`src/rtl/canyon_rom_loader.sv`:
```
// Canyon ROM loader: steers an HPS byte download into the prog/pf/mo/sync ROM write
// ports, validates the image length and holds the game core in reset until a good load.
`timescale 1ns/1ps
module canyon_rom_loader #(
  parameter int TOTAL_BYTES = 5152,
  parameter int STRETCH     = 16
) (
  input  logic        Clk_12_I,
  input  logic        Reset_I,
  input  logic        dn_download_I,
  input  logic        dn_wr_I,
  input  logic [16:0] dn_addr_I,
  input  logic [7:0]  dn_data_I,
  output logic [11:0] rom_addr_O,
  output logic [7:0]  rom_data_O,
  output logic        prog_we_O,
  output logic        pf_we_O,
  output logic        mo_we_O,
  output logic        sync_we_O,
  output logic        Core_Reset_O,
  output logic        done_O,
  output logic        err_O,
  output logic [15:0] checksum_O
);

  typedef enum logic [2:0] {
    S_IDLE,
    S_LOAD,
    S_STRETCH,
    S_DONE,
    S_ERROR
  } state_t;

  localparam int             SCW          = (STRETCH > 1) ? $clog2(STRETCH) : 1;
  localparam logic [SCW-1:0] STRETCH_LAST = SCW'(STRETCH - 1);
  localparam logic [12:0]    TOTAL_CNT    = 13'(TOTAL_BYTES);
  localparam logic [12:0]    CNT_MAX      = 13'h1FFF;

  state_t          r_state;
  state_t          w_state_next;
  logic            r_dl_d;
  logic            r_wr_d;
  logic            w_dl_rise;
  logic            w_dl_fall;
  logic            w_wr_rise;
  logic            w_strobe;
  logic [3:0]      w_we_sel;
  logic [11:0]     w_local_addr;
  logic            w_in_range;
  logic            w_count_byte;
  logic            w_oor_byte;
  logic            w_enter_load;
  logic [12:0]     r_cnt;
  logic [12:0]     w_cnt_next;
  logic            r_oor;
  logic            w_oor_next;
  logic [SCW-1:0]  r_stretch_cnt;
  logic [3:0]      r_we;
  logic [11:0]     r_rom_addr;
  logic [7:0]      r_rom_data;
  logic [15:0]     r_checksum;
  logic            r_core_rst;
  logic            r_done;
  logic            r_err;

  assign w_dl_rise = dn_download_I & ~r_dl_d;
  assign w_dl_fall = ~dn_download_I & r_dl_d;
  assign w_wr_rise = dn_wr_I & ~r_wr_d;

  // A strobe landing on the same edge that samples the download fall still belongs
  // to the image, so the previous download level also qualifies it.
  assign w_strobe     = (r_state == S_LOAD) && w_wr_rise && (dn_download_I || r_dl_d);
  assign w_in_range   = |w_we_sel;
  assign w_count_byte = w_strobe && w_in_range;
  assign w_oor_byte   = w_strobe && !w_in_range;
  assign w_oor_next   = r_oor | w_oor_byte;
  assign w_enter_load = (w_state_next == S_LOAD) && (r_state != S_LOAD);

  // NOTE: every signal driven here gets a default first so no path infers a latch.
  always_comb begin
    w_we_sel     = 4'b0000;
    w_local_addr = 12'h000;
    if (dn_addr_I < 17'h01000) begin
      w_we_sel     = 4'b0001;
      w_local_addr = dn_addr_I[11:0];
    end else if (dn_addr_I < 17'h01200) begin
      w_we_sel     = 4'b0010;
      w_local_addr = {3'b000, dn_addr_I[8:0]};
    end else if (dn_addr_I < 17'h01400) begin
      w_we_sel     = 4'b0100;
      w_local_addr = {3'b000, dn_addr_I[8:0]};
    end else if (dn_addr_I < 17'h01420) begin
      w_we_sel     = 4'b1000;
      w_local_addr = {7'b0000000, dn_addr_I[4:0]};
    end
  end

  always_comb begin
    w_cnt_next = r_cnt;
    if (w_count_byte && (r_cnt != CNT_MAX)) begin
      w_cnt_next = r_cnt + 13'd1;
    end
  end

  // The length check uses the next count so a byte arriving with the fall is included.
  always_comb begin
    w_state_next = r_state;
    case (r_state)
      S_IDLE, S_DONE, S_ERROR: begin
        if (w_dl_rise) w_state_next = S_LOAD;
      end
      S_LOAD: begin
        if (w_dl_fall) begin
          w_state_next = ((w_cnt_next == TOTAL_CNT) && !w_oor_next) ? S_STRETCH : S_ERROR;
        end
      end
      S_STRETCH: begin
        if (w_dl_rise)                          w_state_next = S_LOAD;
        else if (r_stretch_cnt == STRETCH_LAST) w_state_next = S_DONE;
      end
      default: w_state_next = S_IDLE;
    endcase
  end

  // NOTE: sequential state uses non-blocking assignments so every register samples
  // pre-edge values regardless of statement order.
  always_ff @(posedge Clk_12_I or negedge Reset_I) begin
    if (!Reset_I) begin
      r_state       <= S_IDLE;
      r_dl_d        <= 1'b0;
      r_wr_d        <= 1'b0;
      r_stretch_cnt <= '0;
    end else begin
      r_state       <= w_state_next;
      r_dl_d        <= dn_download_I;
      r_wr_d        <= dn_wr_I;
      r_stretch_cnt <= ((r_state == S_STRETCH) && (w_state_next == S_STRETCH))
                       ? r_stretch_cnt + 1'b1 : '0;
    end
  end

  always_ff @(posedge Clk_12_I or negedge Reset_I) begin
    if (!Reset_I) begin
      r_we       <= 4'b0000;
      r_rom_addr <= 12'h000;
      r_rom_data <= 8'h00;
      r_cnt      <= 13'd0;
      r_oor      <= 1'b0;
      r_checksum <= 16'h0000;
    end else begin
      r_we <= w_count_byte ? w_we_sel : 4'b0000;
      if (w_count_byte) begin
        r_rom_addr <= w_local_addr;
        r_rom_data <= dn_data_I;
      end
      if (w_enter_load) begin
        r_cnt      <= 13'd0;
        r_oor      <= 1'b0;
        r_checksum <= 16'h0000;
      end else begin
        r_cnt <= w_cnt_next;
        r_oor <= w_oor_next;
        if (w_count_byte) r_checksum <= r_checksum + {8'h00, dn_data_I};
      end
    end
  end

  // Status flags are registered from the next state so they never glitch on decode.
  always_ff @(posedge Clk_12_I or negedge Reset_I) begin
    if (!Reset_I) begin
      r_core_rst <= 1'b0;
      r_done     <= 1'b0;
      r_err      <= 1'b0;
    end else begin
      r_core_rst <= (w_state_next == S_DONE);
      r_done     <= (w_state_next == S_DONE);
      r_err      <= (w_state_next == S_ERROR);
    end
  end

  assign rom_addr_O   = r_rom_addr;
  assign rom_data_O   = r_rom_data;
  assign prog_we_O    = r_we[0];
  assign pf_we_O      = r_we[1];
  assign mo_we_O      = r_we[2];
  assign sync_we_O    = r_we[3];
  assign checksum_O   = r_checksum;
  assign Core_Reset_O = r_core_rst;
  assign done_O       = r_done;
  assign err_O        = r_err;

endmodule

```
`config.mk`:
```
export PLATFORM = sky130hd
export DESIGN_NAME = canyon_rom_loader
export DESIGN_NICKNAME = d
export VERILOG_FILES = /design/src/rtl/canyon_rom_loader.sv
export SDC_FILE = /design/constraint.sdc
export NUM_CORES = 1
export LEC_CHECK = 0
export CAP_MARGIN = 15
export CORE_UTILIZATION = 55
export CTS_CLUSTER_SIZE = 12
export DETAILED_ROUTE_END_ITERATION = 10
export PLACE_DENSITY_LB_ADDON = 0.1
export SLEW_MARGIN = 40
export SYNTH_ARGS = -nofsm -noshare
export SYNTH_HDL_FRONTEND = slang
export SYNTH_SLANG_ARGS = --single-unit
```
`constraint.sdc`:
```
create_clock -name Clk_12_I -period 4.2 [get_ports Clk_12_I]
set_input_delay 1.05 -clock Clk_12_I [delete_from_list [all_inputs] [get_ports Clk_12_I]]
set_output_delay 1.05 -clock Clk_12_I [all_outputs]
set_load 0.005 [all_outputs]
```
==> results.yml, run 1 <==
run_status:
  status: "completed"
sta:
  tightest_slew_ns: 0.5035
  rsz0062_at_grt: "false"
  fin_worst_skew_ns: 0.005754
  tns_ns: 0
  drv_slew: 0
  hold_viol: 0
  period_needed_ns: 3.329
  fin_crit_sh_pct: 79.26
  maxSlewHeadroom_pct: 66.21
  fmax_ghz: 0.3004
  whs_ns: 0.4711
  setup_violations: 0
finish:
  drive_above_1_share_pct: 7.009
  area_growth_pct: 28.72
  layout_common_cells: "clkdlybuf4s50_1 (70), nand2_1 (68), dfrtp_1 (65)"
  antennaDiodeCount: 0
  fillers: 415
  nets: 463
  final_common_cell: "clkdlybuf4s50_1"
synthesis:
  ys_warn_count: 0
  syn_area_um2: 3324
  synth_cells: 350
  synth.avg_cell_area_um2: 9.498
  ys.flop_type: "dfrtp_1"
  synth-seq-cells: 65
  syn_nets: 390
  synth-edff-count: 0
  ys_async_sr_fraction_pct: 100.0
  synth_area_leaders: "dfrtp_1 (49%), nand2_1 (7.7%), nor2_1 (4.3%)"
  netlist-cell-type-count: 51
  ys_seq_area_share_pct: 48.93
  yosysTopAreaCell: "dfrtp_1"
  synth.top_cell.area_share_pct: 48.93
placed_design:
  routabilityCongestion: 0.8391
  dp_hpwl_um: 5401
  numPortBuffers: 71
drt:
  drt_pass1_iterations: 4
  final_antenna_net_count: 0
  drt_iter0_markers: 212
  via_per_inst: 5.664
  wirelength_um: 7512
  drc_errors: 0
  routedWlPerCell_um: 15.02
  vias: 2832
power_and_ir_drop:
  powerDensity_nw_per_um2: 321.1
  irDropWorstVdd_mv: 0.2095
  total_power_w: 0.001374
  p_comb_share_pct: 12.6
  p_switching_w: 0.0003345
  pwr-share-seq_pct: 49.5
  sw_frac_of_total_pct: 24.35
  intPower_w: 0.001039
  leakage_nw: 1.945
  clkPwrFrac_pct: 37.9
setup_path:
  cp-start-kind: "input port"
  critPathRequiredTime_ns: 4.41
  reg2reg_slack_ns: 1.57
  slowest_delay_ns: 0.46
  r2r_start: "r_cnt[3]"
  crit_start: "dn_addr_I[16]"
  r2r-end: "r_state[2]"
  rr_worst_depth: 7
  cp_max_fo: 11
  worstSetupPathType: "input port to register"
  crit_path_end_kind: "register"
  crit_path_cell_trace: "clkdlybuf4s50_1, nor4_1, and3_1, nand3_2, nor2_1, nand3_1, a2111oi_4, o41ai_1"
  slowest_stage: "a2111oi_4"
  critPathArrivalTime_ns: 3.54
  cp-endpoint: "r_state[2]"
clock_tree:
  hold_buffers: 0
  cts.sinks: 65
  post_cts_buffers: 0
  clk_pin_slew_ns: 0.07
  cts_buffers: 9
  cts_buffer_depth: 2
  clock_latency_ns: 0.34
  cts-root-buf: "clkbuf_8"
  htreeDepth: 3
  ctsResizeCount: 0
  cts_tree: "done"
global_routing:
  grt-ovfl-total: 0
  antenna_found_initial: 0
  grt_pass1_vias: 2699
  grt_pass1_wl_um: 12560
  grt_use_total_pct: 25.94
  grt_max_degree: 37
floorplan:
  die_w_um: 79.75
  die_h_um: 79.75
  rows: 27
  initial_core_util_pct: 58.58
  io_pins: 72
  core_area_um2: 5675
  dieArea_um2: 6359
min_path:
  min_path_type: "register to register"
job:
  max-cap-violations: 0
## metrics by stage
step	worst slack, ns	instance area, µm²	util (%)	std cells
2_1_floorplan	1.323	3324	-	350
3_5_place_dp	0.5232	4088	72.02	484
6_report	0.8710	4279	75.40	500
5_1_grt	0.7057	4279	75.40	500
3_3_place_gp	0.6037	4088	72.02	484
4_1_cts	0.8502	4277	75.35	500
## routing by layer
layer  track usage, %  routed length (µm)
met3            5.029                 464
met1            35.65                3418
met2            39.74                3506
met5                0                   0
met4            11.61                 124
## flip-flops by register name (all words and copies together) (netlist names)
signal	count
checksum_O	16
done_O	1
err_O	1
r_cnt	13
r_dl_d	1
r_oor	1
r_state	3
r_stretch_cnt	4
r_we	4
r_wr_d	1
rom_addr_O	12
rom_data_O	8
## layout make-up
class	instances	area, µm²	area share [%]
clock inverters	3	40.04	0.9357
repair buffers	75	738.2	17.25
well taps	72	90.09	2.105
inverters	7	26.28	0.6140
clock buffers	13	148.9	3.480
multi-input cells	265	1609	37.60
flip-flops and latches	65	1627	38.01
## worst min path at each step
| stage | from | end | slack (ns) | cells past startpoint |
|---|---|---|---|---|
| finish | rom_addr_O[11] | rom_addr_O[11] | 0.47 | 2 |
| global route | r_stretch_cnt[0] | r_stretch_cnt[0] | 0.48 | 1 |
| CTS | r_stretch_cnt[0] | r_stretch_cnt[0] | 0.47 | 1 |
| detailed placement | rom_addr_O[11] | rom_addr_O[11] | 0.46 | 2 |
| global placement | r_stretch_cnt[0] | r_stretch_cnt[0] | 0.45 | 1 |
| floorplan | r_stretch_cnt[0] | r_stretch_cnt[0] | 0.43 | 1 |
## power by group through the flow
stage / registers, W / clock network, W / logic (W)
after detailed placement: 0.000692 / 0 / 0.000174
after global placement: 0.000690 / 0 / 0.000172
after CTS: 0.000680 / 0.000527 / 0.000175
final: 0.000680 / 0.000521 / 0.000173
after floorplan: 0.000689 / 0 / 0.0000712
after global routing: 0.000684 / 0.000556 / 0.000194
## synth_stat cells (2+ instances only)
cell	number
nand2_1	68
dfrtp_1	65
nor2_1	38
a21oi_1	17
nand3_1	15
xnor2_1	13
xor2_1	11
ha_1	10
nor3_1	10
o21ai_0	8
clkbuf_1	7
inv_1	7
nand4_1	6
and3_1	5
nor2b_1	5
nor4_1	5
or3_1	5
a21o_1	4
a22o_1	4
mux2i_1	4
and2_1	3
a211oi_1	2
buf_1	2
buf_2	2
nand4_2	2
o211ai_1	2
o21a_1	2
o21bai_1	2
o31ai_1	2
o41ai_1	2
or4_1	2
## cells by family (layout without fill, tap and decap cells)
| logic type | Yosys count | after routing | synth area share [%] |
|---|---|---|---|
| fa+ha+maj | 11 | 11 | 4.366 |
| xor+xnor | 24 | 24 | 6.323 |
| flops | 65 | 65 | 48.93 |
| compound gates | 52 | 52 | 11.06 |
| simple gates | 173 | 173 | 24.99 |
| buf+inv | 20 | 98 | 2.673 |
| mux | 5 | 5 | 1.656 |
## worst max-delay path, delay by kind of cell
kind | cells | cell delay [ns]
simple gates | 5 | 1.52
compound gates | 2 | 0.56
buf+inv | 1 | 0.42
(Power assumes the default switching activity.)
==> inputs of run 2 (changes only) <==
--- a/config.mk
+++ b/config.mk
@@ -6,7 +6,7 @@
 export NUM_CORES = 1
 export LEC_CHECK = 0
 export CAP_MARGIN = 15
-export CORE_UTILIZATION = 55
+export CORE_UTILIZATION = 51
 export CTS_CLUSTER_SIZE = 12
 export DETAILED_ROUTE_END_ITERATION = 10
 export PLACE_DENSITY_LB_ADDON = 0.1
==> constraint.sdc (replaced) <==
create_clock -name Clk_12_I -period 3.5 [get_ports Clk_12_I]
set_input_delay 0.875 -clock Clk_12_I [delete_from_list [all_inputs] [get_ports Clk_12_I]]
set_output_delay 0.875 -clock Clk_12_I [all_outputs]
set_load 0.005 [all_outputs]
==> run 2 against run 1 <==
Combinational power is 22% higher; critical path depth is 1 higher; cell area is 1.7% higher; clock skew hardly changed; worst setup slack worse by 0.40 ns; register-to-register slack worse by 0.54 ns; clock-buffer cell count is 1 higher; non-clock buffer count is 6 higher; sequential share of layout area is 0.62 points lower.
==> results.yml, run 2 (synthesis gave the netlist of run 1 again) <==
floorplan:
  core_area_um2: 6314
  initial_core_util_pct: 52.66
  io_pins: 72
  die_w_um: 82.74
  dieArea_um2: 6845
  die_h_um: 82.74
  rows: 29
clock_tree:
  clock_latency_ns: 0.33
  cts_tree: "done"
  cts-root-buf: "clkbuf_8"
  cts_buffer_depth: 2
  htreeDepth: 3
  post_cts_buffers: 0
  clk_pin_slew_ns: 0.07
  cts.sinks: 65
  cts_buffers: 9
  ctsResizeCount: 0
  hold_buffers: 0
setup_path:
  reg2reg_slack_ns: 1.03
  critPathArrivalTime_ns: 3.28
  cp-start-kind: "input port"
  worstSetupPathType: "input port to register"
  cp_max_fo: 5
  rr_worst_depth: 7
  r2r-end: "r_state[2]"
  r2r_start: "r_cnt[5]"
  critPathRequiredTime_ns: 3.75
  crit_path_end_kind: "register"
drt:
  final_antenna_net_count: 0
  routedWlPerCell_um: 14.36
  drt_pass1_iterations: 4
  vias: 2789
  drc_errors: 0
  via_per_inst: 5.458
  drt_iter0_markers: 122
  wirelength_um: 7337
placed_design:
  routabilityCongestion: 0.9003
  numPortBuffers: 71
  dp_slack_ns: 0.1275
  placed_area_um2: 4139
  dp_cells: 495
  dp_hpwl_um: 5295
finish:
  nets: 469
  drive_above_1_share_pct: 8.525
  fin_area_um2: 4350
  largest_reg_flops: 16
  layout_common_cells: "clkdlybuf4s50_1 (70), nand2_1 (68), dfrtp_1 (65)"
  area_growth_pct: 30.86
  final_common_cell: "clkdlybuf4s50_1"
  antennaDiodeCount: 0
  instances_no_fill: 511
  fillers: 504
power_and_ir_drop:
  irDropWorstVdd_mv: 0.2837
  leakage_nw: 1.984
  powerDensity_nw_per_um2: 386.9
min_path:
  min_path_type: "register to register"
  hold_end: "r_stretch_cnt[0]"
  min_from: "r_stretch_cnt[0]"
  holdPathStages: 1
global_routing:
  grt_use_total_pct: 22.96
  antenna_found_initial: 0
  grt_pass1_vias: 2543
  grt_pass1_wl_um: 11690
  grt-ovfl-total: 0
  grt_max_degree: 66
sta:
  tns_ns: 0
  hold_viol: 0
  tightest_slew_ns: 0.5933
  fin_worst_skew_ns: 0.006022
  period_needed_ns: 3.025
  rsz0062_at_grt: "false"
  fin_crit_sh_pct: 86.42
  setup_ws_ns: 0.4752
  fmax_ghz: 0.3306
  setup_violations: 0
  maxSlewHeadroom_pct: 60.44
  drv_slew: 0
  whs_ns: 0.4573
run_status:
  status: "completed"
job:
  max-cap-violations: 0
==> run 2: power by group <==
group | leakage, nW | switching (W) | internal (W)
Sequential | 0.895 | 0.0000270 | 0.000787
Combinational | 0.982 | 0.0000959 | 0.000115
Clock | 0.107 | 0.000271 | 0.000387
Total | 1.98 | 0.000394 | 0.00129
==> run 2: through the flow <==
stage	power, W	util [%]
CTS	0.001704	68.85
finish	0.001683	68.91
floorplan	0.0009121	-
global route	0.001761	68.91
global placement	0.001036	65.56
detailed placement	0.001041	65.56
==> run 2: area by class of cell <==
type | count | area (µm²) | area share [%]
Timing Repair Buffer | 81 | 784.5 | 18.03
Sequential cell | 65 | 1627 | 37.39
Clock inverter | 2 | 35.03 | 0.8053
Multi-Input combinational cell | 265 | 1609 | 36.99
Clock buffer | 14 | 172.7 | 3.969
Inverter | 7 | 26.28 | 0.6040
Tap cell | 77 | 96.34 | 2.215
==> run 2: worst max path at each step <==
stage	from	to	slack, ns	cells after the start
floorplan	dn_addr_I[16]	checksum_O[15]	0.80	7
global placement	dn_addr_I[16]	checksum_O[15]	0.22	9
detailed placement	dn_addr_I[16]	checksum_O[15]	0.13	9
CTS	dn_addr_I[16]	checksum_O[15]	0.49	9
global route	dn_addr_I[16]	checksum_O[15]	0.30	9
finish	dn_addr_I[16]	checksum_O[15]	0.48	9
==> run 2: critical path, cell delays in order <==
cell             delay [ns]
clkdlybuf4s50_1        0.41
nor4_1                 0.32
buf_4                  0.17
and3_1                 0.16
and2_1                 0.26
and4_1                 0.30
nand4_1                0.18
or4_1                  0.43
a21oi_1                0.16
==> run 2: metal layers <==
layer / part of all wire, % / track usage (%) / wire, µm
met1: 47 / 30.77 / 3481
met2: 46 / 36.23 / 3376
met3: 5.5 / 4.505 / 401
met4: 1.0 / 9.655 / 76
met5: 0 / 0 / 0
